[src/rtl/md_issue_pkg.sv]
// Shared HiLoOp codes, MIPS SPECIAL decode constants and issue FSM states
// for the HI/LO multiply/divide issue path.
package md_issue_pkg;

  typedef enum logic [3:0] {
    NONE     = 4'd0,
    MULT_OP  = 4'd1,
    MULTU_OP = 4'd2,
    DIV_OP   = 4'd3,
    DIVU_OP  = 4'd4,
    MFHI_OP  = 4'd5,
    MFLO_OP  = 4'd6,
    MTHI_OP  = 4'd7,
    MTLO_OP  = 4'd8
  } hiloop_e;

  typedef enum logic [1:0] {
    IDLE  = 2'd0,
    START = 2'd1,
    BUSY  = 2'd2
  } md_state_e;

  localparam logic [5:0] OP_SPECIAL  = 6'h00;
  localparam logic [5:0] FUNCT_MFHI  = 6'h10;
  localparam logic [5:0] FUNCT_MTHI  = 6'h11;
  localparam logic [5:0] FUNCT_MFLO  = 6'h12;
  localparam logic [5:0] FUNCT_MTLO  = 6'h13;
  localparam logic [5:0] FUNCT_MULT  = 6'h18;
  localparam logic [5:0] FUNCT_MULTU = 6'h19;
  localparam logic [5:0] FUNCT_DIV   = 6'h1A;
  localparam logic [5:0] FUNCT_DIVU  = 6'h1B;

  function automatic logic is_start_op(hiloop_e op);
    return (op == MULT_OP) || (op == MULTU_OP) || (op == DIV_OP) || (op == DIVU_OP);
  endfunction

endpackage

[src/rtl/md_issue_if.sv]
// Issue-side link to multdiv: one-cycle HiLoOp command, its kill, and busy.
interface md_issue_if;
  import md_issue_pkg::*;

  // hiloop_ex != NONE is a one-cycle command; multdiv takes it at the clock
  // edge unless md_flush is high in that same cycle. md_busy high means a
  // multiply/divide is still running and HI/LO are not yet committed.
  hiloop_e hiloop_ex;
  logic    md_flush;
  logic    md_busy;

  modport master (output hiloop_ex, output md_flush, input md_busy);
  modport slave  (input hiloop_ex, input md_flush, output md_busy);
endinterface

[src/rtl/md_issue_decode.sv]
// Combinational ID-stage decode of an instruction word into its HiLoOp code.
// Also used by the forwarding logic, so it carries no state.
module md_decode
  import md_issue_pkg::*;
(
  input  logic [31:0] instr,
  input  logic        valid,
  output hiloop_e     op,
  output logic        is_start,
  output logic        is_hilo
);

  logic unused_bits;
  assign unused_bits = ^instr[25:6];

  always_comb begin
    op = NONE;
    if (valid && instr[31:26] == OP_SPECIAL) begin
      case (instr[5:0])
        FUNCT_MULT:  op = MULT_OP;
        FUNCT_MULTU: op = MULTU_OP;
        FUNCT_DIV:   op = DIV_OP;
        FUNCT_DIVU:  op = DIVU_OP;
        FUNCT_MFHI:  op = MFHI_OP;
        FUNCT_MTHI:  op = MTHI_OP;
        FUNCT_MFLO:  op = MFLO_OP;
        FUNCT_MTLO:  op = MTLO_OP;
        default:     op = NONE;
      endcase
    end
  end

  assign is_start = is_start_op(op);
  assign is_hilo  = (op != NONE);

endmodule

[src/rtl/md_issue.sv]
// EX-entry issue and hazard control for multdiv: registers HiLoOp into EX,
// stalls ID while a multiply/divide is outstanding, and counts stall cycles.
module md_issue
  import md_issue_pkg::*;
#(
  parameter int STALL_CNT_W = 16
)
(
  input  logic                   clk,
  input  logic                   reset,
  input  logic [31:0]            id_instr,
  input  logic                   id_valid,
  input  logic                   id_hold,
  input  logic                   flush,
  md_issue_if.master             md,
  output logic                   stall_id,
  output logic                   md_pending,
  output logic                   md_err,
  output logic [STALL_CNT_W-1:0] stall_cnt,
  output md_state_e              state_dbg
);

  hiloop_e   id_op;
  logic      id_is_start;
  logic      id_is_hilo;
  hiloop_e   hiloop_q;
  hiloop_e   hiloop_d;
  md_state_e state_q;
  md_state_e state_d;
  logic      first_busy_q;
  logic      start_issue;
  logic      err_set;

  md_decode u_decode (
    .instr    (id_instr),
    .valid    (id_valid),
    .op       (id_op),
    .is_start (id_is_start),
    .is_hilo  (id_is_hilo)
  );

  assign stall_id    = id_is_hilo & (state_q != IDLE);
  assign start_issue = id_is_start & ~flush & ~id_hold & ~stall_id;
  assign md_pending  = (state_q != IDLE);
  assign state_dbg   = state_q;
  assign md.hiloop_ex = hiloop_q;
  // Only the op sitting in EX can be killed; a running unit is left alone.
  assign md.md_flush  = flush & (hiloop_q != NONE);

  always_comb begin
    hiloop_d = id_op;
    if (flush || stall_id || id_hold) hiloop_d = NONE;
  end

  always_comb begin
    state_d = state_q;
    err_set = 1'b0;
    case (state_q)
      IDLE: begin
        if (start_issue) state_d = START;
        if (md.md_busy)  err_set = 1'b1;
      end
      START: state_d = flush ? IDLE : BUSY;
      BUSY: begin
        // Busy low on the very first BUSY cycle means multdiv never started.
        if (!md.md_busy) begin
          state_d = IDLE;
          err_set = first_busy_q;
        end
      end
      default: state_d = IDLE;
    endcase
  end

  always_ff @(posedge clk or negedge reset) begin
    if (!reset) begin
      state_q      <= IDLE;
      first_busy_q <= 1'b0;
    end else begin
      state_q      <= state_d;
      first_busy_q <= (state_q == START);
    end
  end

  always_ff @(posedge clk or negedge reset) begin
    if (!reset) begin
      hiloop_q  <= NONE;
      md_err    <= 1'b0;
      stall_cnt <= '0;
    end else begin
      hiloop_q <= hiloop_d;
      if (err_set) md_err <= 1'b1;
      if (stall_id && stall_cnt != {STALL_CNT_W{1'b1}})
        stall_cnt <= stall_cnt + STALL_CNT_W'(1);
    end
  end

endmodule

[src/flat_wrapper.sv]
// flat-port wrapper written by rule: the top's interface ports become plain ports
module md_issue_flat import md_issue_pkg::*;
#(
  parameter int STALL_CNT_W = 16
)
  (clk, reset, id_instr, id_valid, id_hold, flush, stall_id, md_pending, md_err, stall_cnt, state_dbg, md_hiloop_ex, md_md_flush, md_md_busy);
  md_issue_if md_i ();
  input  logic clk;
  input  logic reset;
  input  logic [31:0] id_instr;
  input  logic id_valid;
  input  logic id_hold;
  input  logic flush;
  output logic stall_id;
  output logic md_pending;
  output logic md_err;
  output logic [STALL_CNT_W-1:0] stall_cnt;
  output md_state_e state_dbg;
  output wire logic [$bits(md_i.hiloop_ex)-1:0] md_hiloop_ex;
  output wire logic [$bits(md_i.md_flush)-1:0] md_md_flush;
  input wire logic [$bits(md_i.md_busy)-1:0] md_md_busy;
  assign md_hiloop_ex = md_i.hiloop_ex;
  assign md_md_flush = md_i.md_flush;
  assign md_i.md_busy = md_md_busy;
  md_issue #(.STALL_CNT_W(STALL_CNT_W)) u_core (.clk(clk), .reset(reset), .id_instr(id_instr), .id_valid(id_valid), .id_hold(id_hold), .flush(flush), .md(md_i), .stall_id(stall_id), .md_pending(md_pending), .md_err(md_err), .stall_cnt(stall_cnt), .state_dbg(state_dbg));
endmodule
[config.mk]
export PLATFORM = sky130hd
export DESIGN_NAME = md_issue_flat
export DESIGN_NICKNAME = d
export VERILOG_FILES = /design/src/rtl/md_issue_pkg.sv /design/src/rtl/md_issue_if.sv /design/src/rtl/md_issue_decode.sv /design/src/rtl/md_issue.sv /design/src/flat_wrapper.sv
export SDC_FILE = /design/constraint.sdc
export NUM_CORES = 1
export LEC_CHECK = 0
export CORE_UTILIZATION = 40
export CTS_CLUSTER_DIAMETER = 50
export DETAILED_ROUTE_END_ITERATION = 10
export HOLD_SLACK_MARGIN = 0.15
export PLACE_DENSITY = 0.79
export SLEW_MARGIN = 20
export SYNTH_ARGS = -nofsm -noshare
export SYNTH_HDL_FRONTEND = slang
export SYNTH_HIERARCHICAL = 1
export SYNTH_SLANG_ARGS = --single-unit
[constraint.sdc]
create_clock -name clk -period 3.6 [get_ports clk]
set_input_delay 0.54 -clock clk [delete_from_list [all_inputs] [get_ports clk]]
set_output_delay 0.54 -clock clk [all_outputs]
set_load 0.01 [all_outputs]
==> flow_summary.toml, run 1 <==
[drt]
drc_errors = 0
drtPass1Iterations = 4
drt-wirelength-per-cell_um = 13.1
drt_iter0_drc = 41
antenna_left = 0
route.detailed.vias_per_inst = 5.21
totalWireLength_um = 2740
routed-via-count = 1088

[setup_path]
critical-path-top-cell-by-count = "clkdlybuf4s50_1"
data_arrival_critical_path_ps = 2530
critPathKind = "in2out"
worstSetupEndpoint = "stall_id"
worst-path-buf-inv = 3
crit_path_top_delay_cell = "clkdlybuf4s50_1"
critical_path_cell_count = 7
timing.critical_path.cells = "clkdlybuf4s50_1 -> ha_1 -> a22o_1 -> a21oi_1 -> o21ai_2 -> inv_1 -> clkdlybuf4s50_1"
r2r_slack_ps = 1760
critical_path.reg2reg.startpoint = "u_core/stall_cnt[0]$_DFFE_PN0P_"
path_max_fanout = 9
crit_path_start = "id_instr[0]"
rr_endpoint = "u_core/stall_cnt[1]$_DFFE_PN0P_"
crit_path_max_incr_delay_ps = 550
worst-r2r-cell-count = 5
worstSetupEndpointType = "output port"
path_delay_family = "buffers and inverters"
cp.required_ps = 3060
critical_path.startpoint_type = "input pin"

[floorplan]
core_region_area_um2 = 3080
ios = 64
die_ht_um = 59.4
die_width_um = 59.4
row_count = 20
floorplan.die_area_um2 = 3520
effective_utilization_at_floorplan_pct = 42.8

[synth]
synth.yosys.warnings = 6
synthXorXnorAreaFrac_pct = 8.65
postSynthAreaPerCell_um2 = 11.1
synth.ff_latch_count = 24
synth_edf_count = 0
muxShareOfSynthArea_pct = 3.52
synth.top_cell.area_share_pct = 45.6
ys_async_sr_fraction_pct = 100
synth_compound_gate_area_share_pct = 8.56
post_synth_fa_ha_maj_area_fraction_pct = 2.85
yosysTopAreaCell = "dfrtp_1"
synth_flop_cell = "dfrtp_1"
synth.yosys.seq_area_share_pct = 45.6
synthSimpleGateAreaFrac_pct = 28.7
ys_types = 42
cell_types_occupying_the_most_area_after_synthesis = "dfrtp_1 (46%), xor2_1 (6.0%), ha_1 (2.9%)"
postSynthNetCount = 160
netlist_instances = 119
synth_top_family_by_area = "simple AND/OR/NAND/NOR gates"
synthesized_area_um2 = 1320

[grt]
grt-ovfl-total = 0
antenna_found_initial = 0
vias_in_the_first_global_route = 1088
grt_first_pass_wirelength_um = 4640
groute.usage.overall_pct = 17.2
grt_max_degree = 25

[clock_network]
tritoncts.num_buffers = 3
h-tree-depth = 1
postCtsHoldBufs = 0
resized_gates_after_cts = 0
clk-insertion-delay-late_ps = 310
cts_setup_buffers = 0
tritoncts = "built"
clk_pin_slew_ps = 120
clkSinkCount = 24
clockBufferDepth = 2
clk_root_buffer_cell = "clkbuf_4"

[cells_and_area]
final_common_cell = "clkdlybuf4s50_1"
fill_cells = 276
layout_common_cells = "clkdlybuf4s50_1 (42), dfrtp_1 (24), xor2_1 (9), nor3_1 (7)"
ff_latch_area_um2 = 601
diodes = 0
fin_nets = 207
area_growth_syn_to_layout_pct = 38.9
multi_input_comb_area_um2 = 688
layout-drive-gt1-share_pct = 13.3

[sta]
rsz_0062_raised_after_global_routing = "false"
finalSetupViolations = 0
timing.setup.tns_ps = 0
tightest_slew_ps = 516
share_of_the_clock_period_used_by_the_worst_path_after_layout_pct = 85.3
finClkSkew_ps = 3.17
slew_viol_final = 0
timing.slew.headroom_pct = 65.3
hold_viol_final = 0
layout_min_cycle_time_ps = 3070
achievable-frequency_ghz = 0.326

[placed_design]
io_buffer_count = 43
hpwl_um = 2130
gp_congestion = 0.769

[pwr]
vdd_drop_max_mv = 0.125
leakage_nw = 0.812
fin_total_pwr_w = 0.000450
power.density_nw_per_um2 = 246

[outcome]
status = "finished, final reports clean"

[flow_run]
drv.max_cap_violation_count = 0

[worst_hold_path]
timing.hold.worst.class = "in2async"
-- cell families after synthesis --
kind of cell,Yosys count
adders and majority gates,3
muxes,4
DFF,24
and+or+nand+nor,53
buffers and inverters,7
xor gates and xnor gates,13
AOI/OAI and AO/OA,15
-- power by group --
group / internal, W / switching [W] / leakage [nW] / total, W
Combinational: 0.0000234 / 0.0000191 / 0.476 / 0.0000425
Clock: 0.0000618 / 0.0000765 / 0.0210 / 0.000138
Sequential: 0.000270 / 0.0000000293 / 0.315 / 0.000270
Total: 0.000355 / 0.0000956 / 0.812 / 0.000450
-- registers in the layout, indices dropped and copies added (netlist names) --
register             flops
u_core/state_dbg         2
u_core/first_busy_q      1
u_core/stall_cnt        16
u_core/md.hiloop_ex      4
u_core/md_err            1
-- worst reg2reg max path, stage by stage, from the launching register on --
cell,delay (ps)
dfrtp_1,440
ha_1,220
nand3_1,200
nor4_2,440
nor2_2,120
mux2_4,320
-- through the flow --
stage | hold WS (ps) | cells | worst slack, ps | utilization (%) | instance area [um2]
finish | 185 | 209 | 531 | 59.4 | 1830
global route | 213 | 209 | 395 | 59.4 | 1830
CTS | 499 | 209 | 543 | 59.6 | 1830
detailed placement | 465 | 205 | 547 | 58.4 | 1800
global placement | 464 | 205 | 559 | 58.4 | 1800
floorplan | 244 | 119 | 1460 | - | 1320
-- cells in the mapped netlist (all sizes together) (2+ instances only) --
master,n
nor3b,5
o21ai,3
a21oi,4
ha,3
mux2,2
inv,6
o21bai,2
xor2,9
nand2,3
nor2,7
nor4b,3
nand4,5
and2,4
xnor2,4
mux2i,2
nand3,6
nor4,5
and3,2
dfrtp,24
nor3,7
-- worst min path at each step --
stage | slack, ps | cells past startpoint | end
3_3_place_gp | 460 | 1 | u_core/md_err$_DFFE_PN0P_
5_1_grt | 210 | 1 | u_core/md.hiloop_ex[2]$_DFF_PN0_
4_1_cts | 500 | 1 | u_core/md_err$_DFFE_PN0P_
3_5_place_dp | 460 | 1 | u_core/md_err$_DFFE_PN0P_
2_1_floorplan | 240 | 0 | u_core/first_busy_q$_DFF_PN0_
6_report | 180 | 1 | u_core/md.hiloop_ex[2]$_DFF_PN0_
-- layout make-up --
type	instances	share of cell area, %
sequential	24	32.9
multi-input combinational	88	37.6
timing repair buffer	43	23.3
tap	44	3.01
clock buffer	4	1.98
inverter	6	1.23
-- per-layer routing --
metal / vias to the layer above / part of all wire, % / GRT usage, %
li1: 524 / - / -
met1: 527 / 41 / 20.0
met2: 35 / 53 / 31.6
met3: 2 / 5.2 / 3.71
met4: 0 / 0.84 / 4.76
met5: - / 0 / 0
No activity file was read; power rests on OpenSTA's default activity.
==> inputs of run 2 (changes only) <==
CORE_UTILIZATION = 43   (was 40)
PLACE_DENSITY = 0.84   (was 0.79)
==> flow_summary.toml, run 2 (same netlist as run 1, synthesis figures left out) <==
[outcome]
status = "finished, violations left"
failing_checks = "design-rule violations"

[grt]
grt-ovfl-total = 0
groute.usage.overall_pct = 18.6
grt_max_degree = 25
grt_first_pass_wirelength_um = 4660
vias_in_the_first_global_route = 1082
antenna_found_initial = 0

[setup_path]
data_arrival_critical_path_ps = 2560
critPathKind = "in2out"
path_max_fanout = 9
cp.required_ps = 3060
crit_path_start = "id_instr[0]"
worstSetupEndpointType = "output port"
critical_path.reg2reg.startpoint = "u_core/stall_cnt[0]$_DFFE_PN0P_"
critical_path.startpoint_type = "input pin"

[cells_and_area]
area_growth_syn_to_layout_pct = 37.6
diodes = 0
fin_nets = 207
final_common_cell = "clkdlybuf4s50_1"
final_cell_area_um2 = 1810
layout-drive-gt1-share_pct = 13.3
largest_register = "u_core/stall_cnt"
largest_register_ff_count = 16
layout_common_cells = "clkdlybuf4s50_1 (42), dfrtp_1 (24), xor2_1 (9), nor3_1 (7)"

[floorplan]
floorplan.die_area_um2 = 3290
die_ht_um = 57.3
core_region_area_um2 = 2830
effective_utilization_at_floorplan_pct = 46.5
die_width_um = 57.3
ios = 64
row_count = 19

[clock_network]
postCtsHoldBufs = 0
clk-insertion-delay-late_ps = 320
tritoncts.num_buffers = 3
clockBufferDepth = 2
clk_pin_slew_ps = 130
h-tree-depth = 1
tritoncts = "built"
cts_setup_buffers = 0
resized_gates_after_cts = 0
clk_root_buffer_cell = "clkbuf_4"
clkSinkCount = 24

[pwr]
power.density_nw_per_um2 = 250
vdd_drop_max_mv = 0.123
leakage_nw = 0.812

[sta]
hold_ws_ps = 175
finalSetupViolations = 0
finClkSkew_ps = 4.29
timing.slew.headroom_pct = 65.0
hold_viol_final = 0
timing.setup.tns_ps = 0
slew_viol_final = 0
layout_min_cycle_time_ps = 3100
share_of_the_clock_period_used_by_the_worst_path_after_layout_pct = 86.1
postLayoutSetupSlackWorst_ps = 500
tightest_slew_ps = 524
rsz_0062_raised_after_global_routing = "false"
achievable-frequency_ghz = 0.323

[placed_design]
preCtsSetupSlack_ps = 541
hpwl_um = 2220
io_buffer_count = 43
placed_area_um2 = 1780
gp_congestion = 0.793

[flow_run]
drv.max_cap_violation_count = 0

[drt]
routed-via-count = 1123
drc_errors = 2
totalWireLength_um = 2840
antenna_left = 0
drtPass1Iterations = 9
route.detailed.vias_per_inst = 5.73
drt_iter0_drc = 17
drt-wirelength-per-cell_um = 14.5

[worst_hold_path]
timing.hold.worst.class = "in2async"
[run 2: power breakdown]
part / switching, W / internal (W) / leakage [nW]
clock: 0.0000791 / 0.0000619 / 0.0210
sequential: 0.0000000316 / 0.000270 / 0.315
combinational: 0.0000193 / 0.0000235 / 0.476
[run 2: worst max-delay path, cell delays in order]
cell and delay (ps):
clkdlybuf4s50_1 500, ha_1 270, a22o_1 210, a21oi_1 190
o21ai_2 160, inv_1 130, clkdlybuf4s50_1 540
[run 2: metal layers]
metal	track usage [%]	wire, um	share of wire, %	vias up
met5	0	0	0	-
met4	9.06	52	1.8	0
met3	3.63	152	5.4	6
met2	32.1	1500	53	40
met1	22.2	1130	40	549
li1	-	-	-	528
[run 2: final timing paths]
path,to,slack (ps),depth (start not counted)
max,stall_id,500,7
min,u_core/stall_cnt[15]$_DFFE_PN0P_,170,1
max reg2reg,u_core/stall_cnt[1]$_DFFE_PN0P_,1750,5
min reg2reg,u_core/md_err$_DFFE_PN0P_,490,1
max in group asynchronous,u_core/stall_cnt[9]$_DFFE_PN0P_,3070,1
min in group clk,u_core/md_err$_DFFE_PN0P_,490,1
[run 2: layout make-up]
| cell class | instances | area [um2] |
|---|---|---|
| timing repair buffer | 43 | 425 |
| tap | 31 | 38.8 |
| clock buffer | 4 | 36.3 |
| sequential | 24 | 601 |
| fill | 232 | 1020 |
| inverter | 6 | 22.5 |
| multi-input combinational | 88 | 688 |
[run 2: per-stage QoR]
stage               instances  total power (W)  util, %
finish                    196         0.000453     64.0
global route              196         0.000475     64.0
CTS                       196         0.000460     64.2
detailed placement        192         0.000318     62.9
global placement          192         0.000316     62.9
floorplan                 119         0.000290        -
